File: src/rtl/dahb_mem_arb.sv
// -----------------------------------------------------------------------------
// dahb_mem_arb
// Two-master AHB-lite arbiter in front of a single memory controller slave.
// Master 0 is the instruction side and master 1 is the data side.
//
// A live request is forwarded to the slave in the same cycle when it is the
// only candidate. A request that cannot be forwarded is captured into a
// per-master pending register and issued at a later slave-ready cycle.
// Pending entries always beat new requests. Ties within a class go to the
// master that did not win the last grant.
//
// Ports
//   pll_core_cpuclk            core clock, all state on the rising edge
//   pad_cpu_rst                asynchronous active-high reset
//   mX_arb_hsel/haddr/hsize/htrans/hwrite/hwdata  master X AHB-lite request
//   arb_mX_hrdata/hready/hresp                    master X response
//   arb_mmc_hsel, arb_yy_haddr/hsize/htrans/hwrite/hwdata  slave request
//   mmc_arb_hrdata/hready/hresp                   slave response
// -----------------------------------------------------------------------------
module dahb_mem_arb (
    input  logic        pll_core_cpuclk,
    input  logic        pad_cpu_rst,
    // master 0 (instruction side)
    input  logic        m0_arb_hsel,
    input  logic [31:0] m0_arb_haddr,
    input  logic [2:0]  m0_arb_hsize,
    input  logic [1:0]  m0_arb_htrans,
    input  logic        m0_arb_hwrite,
    input  logic [31:0] m0_arb_hwdata,
    output logic [31:0] arb_m0_hrdata,
    output logic        arb_m0_hready,
    output logic [1:0]  arb_m0_hresp,
    // master 1 (data side)
    input  logic        m1_arb_hsel,
    input  logic [31:0] m1_arb_haddr,
    input  logic [2:0]  m1_arb_hsize,
    input  logic [1:0]  m1_arb_htrans,
    input  logic        m1_arb_hwrite,
    input  logic [31:0] m1_arb_hwdata,
    output logic [31:0] arb_m1_hrdata,
    output logic        arb_m1_hready,
    output logic [1:0]  arb_m1_hresp,
    // memory controller side
    output logic        arb_mmc_hsel,
    output logic [31:0] arb_yy_haddr,
    output logic [2:0]  arb_yy_hsize,
    output logic [1:0]  arb_yy_htrans,
    output logic        arb_yy_hwrite,
    output logic [31:0] arb_yy_hwdata,
    input  logic [31:0] mmc_arb_hrdata,
    input  logic        mmc_arb_hready,
    input  logic [1:0]  mmc_arb_hresp
);

    // Data-phase ownership
    typedef enum logic [1:0] {
        ST_IDLE = 2'd0,
        ST_DP0  = 2'd1,
        ST_DP1  = 2'd2
    } state_t;

    state_t      r_state;
    logic        r_last_grant;   // 1'b0 = m0 won last, 1'b1 = m1 won last
    logic [1:0]  r_pend_vld;
    logic [31:0] r_pend_addr0;
    logic [31:0] r_pend_addr1;
    logic [2:0]  r_pend_size0;
    logic [2:0]  r_pend_size1;
    logic        r_pend_write0;
    logic        r_pend_write1;

    logic        w_own0;
    logic        w_own1;
    logic        w_base_rdy0;
    logic        w_base_rdy1;
    logic        w_req0;
    logic        w_req1;
    logic        w_issue;
    logic        w_win;          // winning master index
    logic        w_from_pend;    // winner comes from its pending register
    logic        w_cap0;
    logic        w_cap1;
    logic        w_unused_htrans;

    // Only htrans[1] distinguishes NONSEQ/SEQ from IDLE/BUSY
    assign w_unused_htrans = m0_arb_htrans[0] ^ m1_arb_htrans[0];

    assign w_own0 = (r_state == ST_DP0);
    assign w_own1 = (r_state == ST_DP1);

    // hready seen by a master before accounting for a capture in this cycle.
    // Used to qualify requests so the capture term does not loop back.
    // Reset forces it high so masters see a ready bus while reset is held.
    always_comb begin
        w_base_rdy0 = 1'b1;
        w_base_rdy1 = 1'b1;
        if (pad_cpu_rst) begin
            w_base_rdy0 = 1'b1;
            w_base_rdy1 = 1'b1;
        end else begin
            if (w_own0) begin
                w_base_rdy0 = mmc_arb_hready;
            end else if (r_pend_vld[0]) begin
                w_base_rdy0 = 1'b0;
            end else begin
                w_base_rdy0 = 1'b1;
            end
            if (w_own1) begin
                w_base_rdy1 = mmc_arb_hready;
            end else if (r_pend_vld[1]) begin
                w_base_rdy1 = 1'b0;
            end else begin
                w_base_rdy1 = 1'b1;
            end
        end
    end

    // IDLE/BUSY transfers never form a request
    assign w_req0 = ~pad_cpu_rst & m0_arb_hsel & m0_arb_htrans[1] & w_base_rdy0;
    assign w_req1 = ~pad_cpu_rst & m1_arb_hsel & m1_arb_htrans[1] & w_base_rdy1;

    // Pick the winner: pending before live, tie goes to the master not last granted
    always_comb begin
        w_issue     = 1'b0;
        w_win       = 1'b0;
        w_from_pend = 1'b0;
        if (pad_cpu_rst) begin
            w_issue = 1'b0;
        end else if (mmc_arb_hready) begin
            if (r_pend_vld != 2'b00) begin
                w_issue     = 1'b1;
                w_from_pend = 1'b1;
                w_win       = (r_pend_vld == 2'b11) ? ~r_last_grant : r_pend_vld[1];
            end else if (w_req0 | w_req1) begin
                w_issue = 1'b1;
                w_win   = (w_req0 & w_req1) ? ~r_last_grant : w_req1;
            end else begin
                w_issue = 1'b0;
            end
        end else begin
            w_issue = 1'b0;
        end
    end

    // A live request that is not the live winner goes to its pending register
    assign w_cap0 = w_req0 & ~(w_issue & ~w_from_pend & ~w_win);
    assign w_cap1 = w_req1 & ~(w_issue & ~w_from_pend &  w_win);

    // Slave address-phase mux
    always_comb begin
        arb_mmc_hsel  = 1'b0;
        arb_yy_htrans = 2'b00;
        arb_yy_haddr  = 32'h0000_0000;
        arb_yy_hsize  = 3'b000;
        arb_yy_hwrite = 1'b0;
        if (w_issue) begin
            arb_mmc_hsel  = 1'b1;
            arb_yy_htrans = 2'b10;
            case ({w_from_pend, w_win})
                2'b00: begin
                    arb_yy_haddr  = m0_arb_haddr;
                    arb_yy_hsize  = m0_arb_hsize;
                    arb_yy_hwrite = m0_arb_hwrite;
                end
                2'b01: begin
                    arb_yy_haddr  = m1_arb_haddr;
                    arb_yy_hsize  = m1_arb_hsize;
                    arb_yy_hwrite = m1_arb_hwrite;
                end
                2'b10: begin
                    arb_yy_haddr  = r_pend_addr0;
                    arb_yy_hsize  = r_pend_size0;
                    arb_yy_hwrite = r_pend_write0;
                end
                2'b11: begin
                    arb_yy_haddr  = r_pend_addr1;
                    arb_yy_hsize  = r_pend_size1;
                    arb_yy_hwrite = r_pend_write1;
                end
                default: begin
                    arb_yy_haddr  = 32'h0000_0000;
                    arb_yy_hsize  = 3'b000;
                    arb_yy_hwrite = 1'b0;
                end
            endcase
        end else begin
            arb_mmc_hsel  = 1'b0;
            arb_yy_htrans = 2'b00;
        end
    end

    // Write data follows data-phase ownership
    always_comb begin
        arb_yy_hwdata = 32'h0000_0000;
        case (r_state)
            ST_DP0:  arb_yy_hwdata = m0_arb_hwdata;
            ST_DP1:  arb_yy_hwdata = m1_arb_hwdata;
            default: arb_yy_hwdata = 32'h0000_0000;
        endcase
    end

    // Responses: owner sees the slave, a capturing master is held off.
    // The owner term wins over capture so a completing data phase is not stretched.
    assign arb_m0_hready = w_base_rdy0 & (w_own0 | ~w_cap0);
    assign arb_m1_hready = w_base_rdy1 & (w_own1 | ~w_cap1);
    assign arb_m0_hresp  = w_own0 ? mmc_arb_hresp : 2'b00;
    assign arb_m1_hresp  = w_own1 ? mmc_arb_hresp : 2'b00;
    assign arb_m0_hrdata = mmc_arb_hrdata;
    assign arb_m1_hrdata = mmc_arb_hrdata;

    // FSM, grant history and pending registers
    always_ff @(posedge pll_core_cpuclk or posedge pad_cpu_rst) begin
        if (pad_cpu_rst) begin
            r_state       <= ST_IDLE;
            r_last_grant  <= 1'b1;
            r_pend_vld    <= 2'b00;
            r_pend_addr0  <= 32'h0000_0000;
            r_pend_addr1  <= 32'h0000_0000;
            r_pend_size0  <= 3'b000;
            r_pend_size1  <= 3'b000;
            r_pend_write0 <= 1'b0;
            r_pend_write1 <= 1'b0;
        end else begin
            // Ownership only moves when the slave accepts
            if (mmc_arb_hready) begin
                if (w_issue) begin
                    r_state <= w_win ? ST_DP1 : ST_DP0;
                end else begin
                    r_state <= ST_IDLE;
                end
            end

            if (w_issue) begin
                r_last_grant <= w_win;
            end

            if (w_issue & w_from_pend & ~w_win) begin
                r_pend_vld[0] <= 1'b0;
            end else if (w_cap0) begin
                r_pend_vld[0] <= 1'b1;
                r_pend_addr0  <= m0_arb_haddr;
                r_pend_size0  <= m0_arb_hsize;
                r_pend_write0 <= m0_arb_hwrite;
            end

            if (w_issue & w_from_pend & w_win) begin
                r_pend_vld[1] <= 1'b0;
            end else if (w_cap1) begin
                r_pend_vld[1] <= 1'b1;
                r_pend_addr1  <= m1_arb_haddr;
                r_pend_size1  <= m1_arb_hsize;
                r_pend_write1 <= m1_arb_hwrite;
            end
        end
    end

endmodule

File: config.mk
export PLATFORM = sky130hd
export DESIGN_NAME = dahb_mem_arb
export DESIGN_NICKNAME = d
export VERILOG_FILES = /design/src/rtl/dahb_mem_arb.sv
export SDC_FILE = /design/constraint.sdc
export NUM_CORES = 1
export LEC_CHECK = 0
export ABC_CLOCK_PERIOD_IN_PS = 4200
export BUFFER_PORTS_ARGS = -buffer_cell sky130_fd_sc_hd__buf_2
export CORE_AREA = 2 2 123 125
export DETAILED_ROUTE_END_ITERATION = 10
export DIE_AREA = 0 0 125 127
export PLACE_DENSITY_LB_ADDON = 0.05
export SLEW_MARGIN = 40
export SYNTH_ARGS = -nofsm -noshare
export SYNTH_HDL_FRONTEND = slang
export SYNTH_SLANG_ARGS = --single-unit
File: constraint.sdc
create_clock -name pll_core_cpuclk -period 4.2 [get_ports pll_core_cpuclk]
set_input_delay 0.63 -clock pll_core_cpuclk [delete_from_list [all_inputs] [get_ports pll_core_cpuclk]]
set_output_delay 0.63 -clock pll_core_cpuclk [all_outputs]
set_load 0.05 [all_outputs]
==> summary.txt <==
Hold WS: 494 ps
CTS tree: done
Setup crit end: arb_yy_hsize[2]
Seq/Total Area, Yosys: 34.7%
worst slew pin tran: 732 ps
Final Net Count: 848
Lkg Pwr: 3.58 nW
TritonCTS Buffers: 9
Hold-fix buffers, CTS: 0
IO Port Bufs: 220
reg2reg path depth: 9
Initial Util: 38.5%
CP delay by family, top: buffers and inverters
largest net degree at the start of global routing: 78
Clock Path Buffers: 2
min-delay worst type: reg2reg
First-pass DRT Iterations: 5
CP startpoint kind: flop
# setup viols final: 0
GRT overflow: 0
RR Startpoint: r_state[0]
crit path max fanout: 36
Critical Path Max Stage Delay: 410 ps
drt drc: 0
CP Cell Sequence: inv_1 > ha_2 > buf_4 > nand2b_1 > and3_1 > a21boi_0 > a221oi_1 > buf_2
Slowest cell on crit path: a221oi_1
top-count cell post-synth: dfrtp_1
Cell Area, Synth: 5560 µm²
vias per cell: 5.66
FFs w/ async S/R, synth: 100%
DP Cell Count: 840
CTS Root Cell: clkbuf_16
total clock sinks: 77
Max Cap Violations: 0
Crit path buffers/inverters: 3
headroom to the max-slew limit: 50.9%
Die W: 125 µm
Final TNS setup: 0 ps
DR iter-0 viols: 311
Die H: 127 µm
cts repair resizes: 0
Post-synth EDFFs: 0
Placer Congestion: 0.880
first-pass GRT wire length: 30.5 mm
Top FF cell, synth: dfrtp_1
r2r endpoint: r_pend_addr1[13]
vias in the first global route: 5052
clock-pin slew on the worst setup and hold paths: 60 ps
Levels on crit path: 8
Boundary Pins: 320
post-synth cell types: 49
Critical Path Sink Type: output pin
share of post-route cells with drive strength above 1: 52.3%
initial antenna violation count: 5
Post-DP HPWL: 14.4 mm
Slew Viols, Final: 0
Post-CTS Setup Inserts: 0
post-route ant nets: 0
H-Tree Depth: 3
Crit Path Category: reg2out
Synth Instances: 535
peak supply drop: 365 µV
Final min period: 3400 ps
top cell type's share of synthesized area: 34.2%
Seq cells post-synth: 77
Worst setup startpoint: r_state[0]
non-filler cells, final: 858
critical path arrival: 2770 ps
Total GRT Usage: 24.8%
Setup Skew: 6.47 ps
Yosys top cell by area: dfrtp_1
final WL: 20.2 mm
WHS Path Cells: 1
Post-Syn Area per Cell: 10.4 µm²
Critical Path RT: 3570 ps
main area contributors after synthesis: dfrtp_1, buf_4, mux2_4, o221a_2, o211a_1
top cells by instance count after synthesis: dfrtp_1, buf_4, inv_1, nor2_1
RSZ-0062 raised after global routing: false
Yosys warnings: 0
drt wl/cell: 23.6 µm
Core ar.: 14400 µm²
via count: 4854
Power Dens Cells: 605 nW/µm²
FP Rows: 44
fmax: 294 MHz
Final period util: 81.0%
area grow syn2layout: 19.7%
setup slack, reg-to-reg: 1470 ps
DIE AREA: 15900 µm²
Mapped Nets: 716
final hold viol count: 0
status: complete, no violations
clk_lat worst skew: 340 ps
==> power by group <==
group	total (W)	internal [W]	leakage, nW	switching [W]
Sequential	0.00134	0.00111	0.925	0.000232
Combinational	0.00196	0.000779	2.52	0.00118
Clock	0.000724	0.000412	0.129	0.000312
Total	0.00403	0.00230	3.58	0.00173
==> registers in the layout, summed over array words and instances, names as in the netlist <==
name / cells
r_pend_write0: 1
r_pend_size0: 3
r_pend_addr0: 32
r_pend_addr1: 32
r_pend_size1: 3
r_last_grant: 1
r_pend_vld: 2
r_pend_write1: 1
r_state: 2
==> final cells by class <==
cell class                      count  area [µm²]
Fill cell                        1401        7770
Multi-Input combinational cell    299        2810
Sequential cell                    77        1930
Timing Repair Buffer              238        1250
Clock buffer                       13         250
Tap cell                          184         230
Inverter                           42         161
Clock inverter                      2        10.0
Antenna cell                        3        7.51
==> cell usage in the layout, fill, tap and decap left out, drive strengths merged, types with 14 or more instances in the layout <==
| cell | n |
|---|---|
| buf | 237 |
| dfrtp | 76 |
| mux2 | 72 |
| inv | 41 |
| nor2 | 37 |
| o221ai | 36 |
| a22oi | 34 |
| o221a | 33 |
| o211a | 33 |
| clkbuf | 14 |
==> metal layers <==
| layer | up-vias | routed length, µm | track usage [%] |
|---|---|---|---|
| li1 | 2203 | - | - |
| met1 | 2381 | 8160 | 30.6 |
| met2 | 238 | 9900 | 41.2 |
| met3 | 28 | 1740 | 8.75 |
| met4 | 4 | 391 | 6.93 |
| met5 | - | 31 | 0 |
==> through the flow <==
stage               power, W  cell area, µm²  setup WS (ps)  utilization, %
global route         0.00427            6650            599            46.1
detailed placement   0.00331            6380            968            44.2
CTS                  0.00405            6640            775            46.0
finish               0.00403            6650            797            46.1
floorplan            0.00292            5560           45.4               -
global placement     0.00325            6340            966            44.0
==> worst min-delay path by stage <==
stage / from / slack (ps) / end
after floorplan: r_pend_addr1[31] / 460 / r_pend_addr1[31]
after global placement: r_pend_addr0[28] / 470 / r_pend_addr0[28]
after detailed placement: r_pend_addr1[10] / 490 / r_pend_addr1[10]
after CTS: r_pend_addr0[30] / 500 / r_pend_addr0[30]
after global routing: m1_arb_haddr[9] / 500 / r_pend_addr1[9]
final: r_pend_addr0[30] / 490 / r_pend_addr0[30]
==> cells by family (layout without fill, tap and decap cells) <==
group / Yosys count / after routing / synth area share [%]
compound gates: 160 / 160 / 26.4
buf+inv: 159 / 295 / 16.0
flops: 77 / 77 / 34.7
mux: 73 / 73 / 16.8
simple gates: 63 / 63 / 5.54
fa+ha+maj: 2 / 2 / 0.450
other cells: 1 / 4 / 0.0675
(Power assumes the default switching activity.)
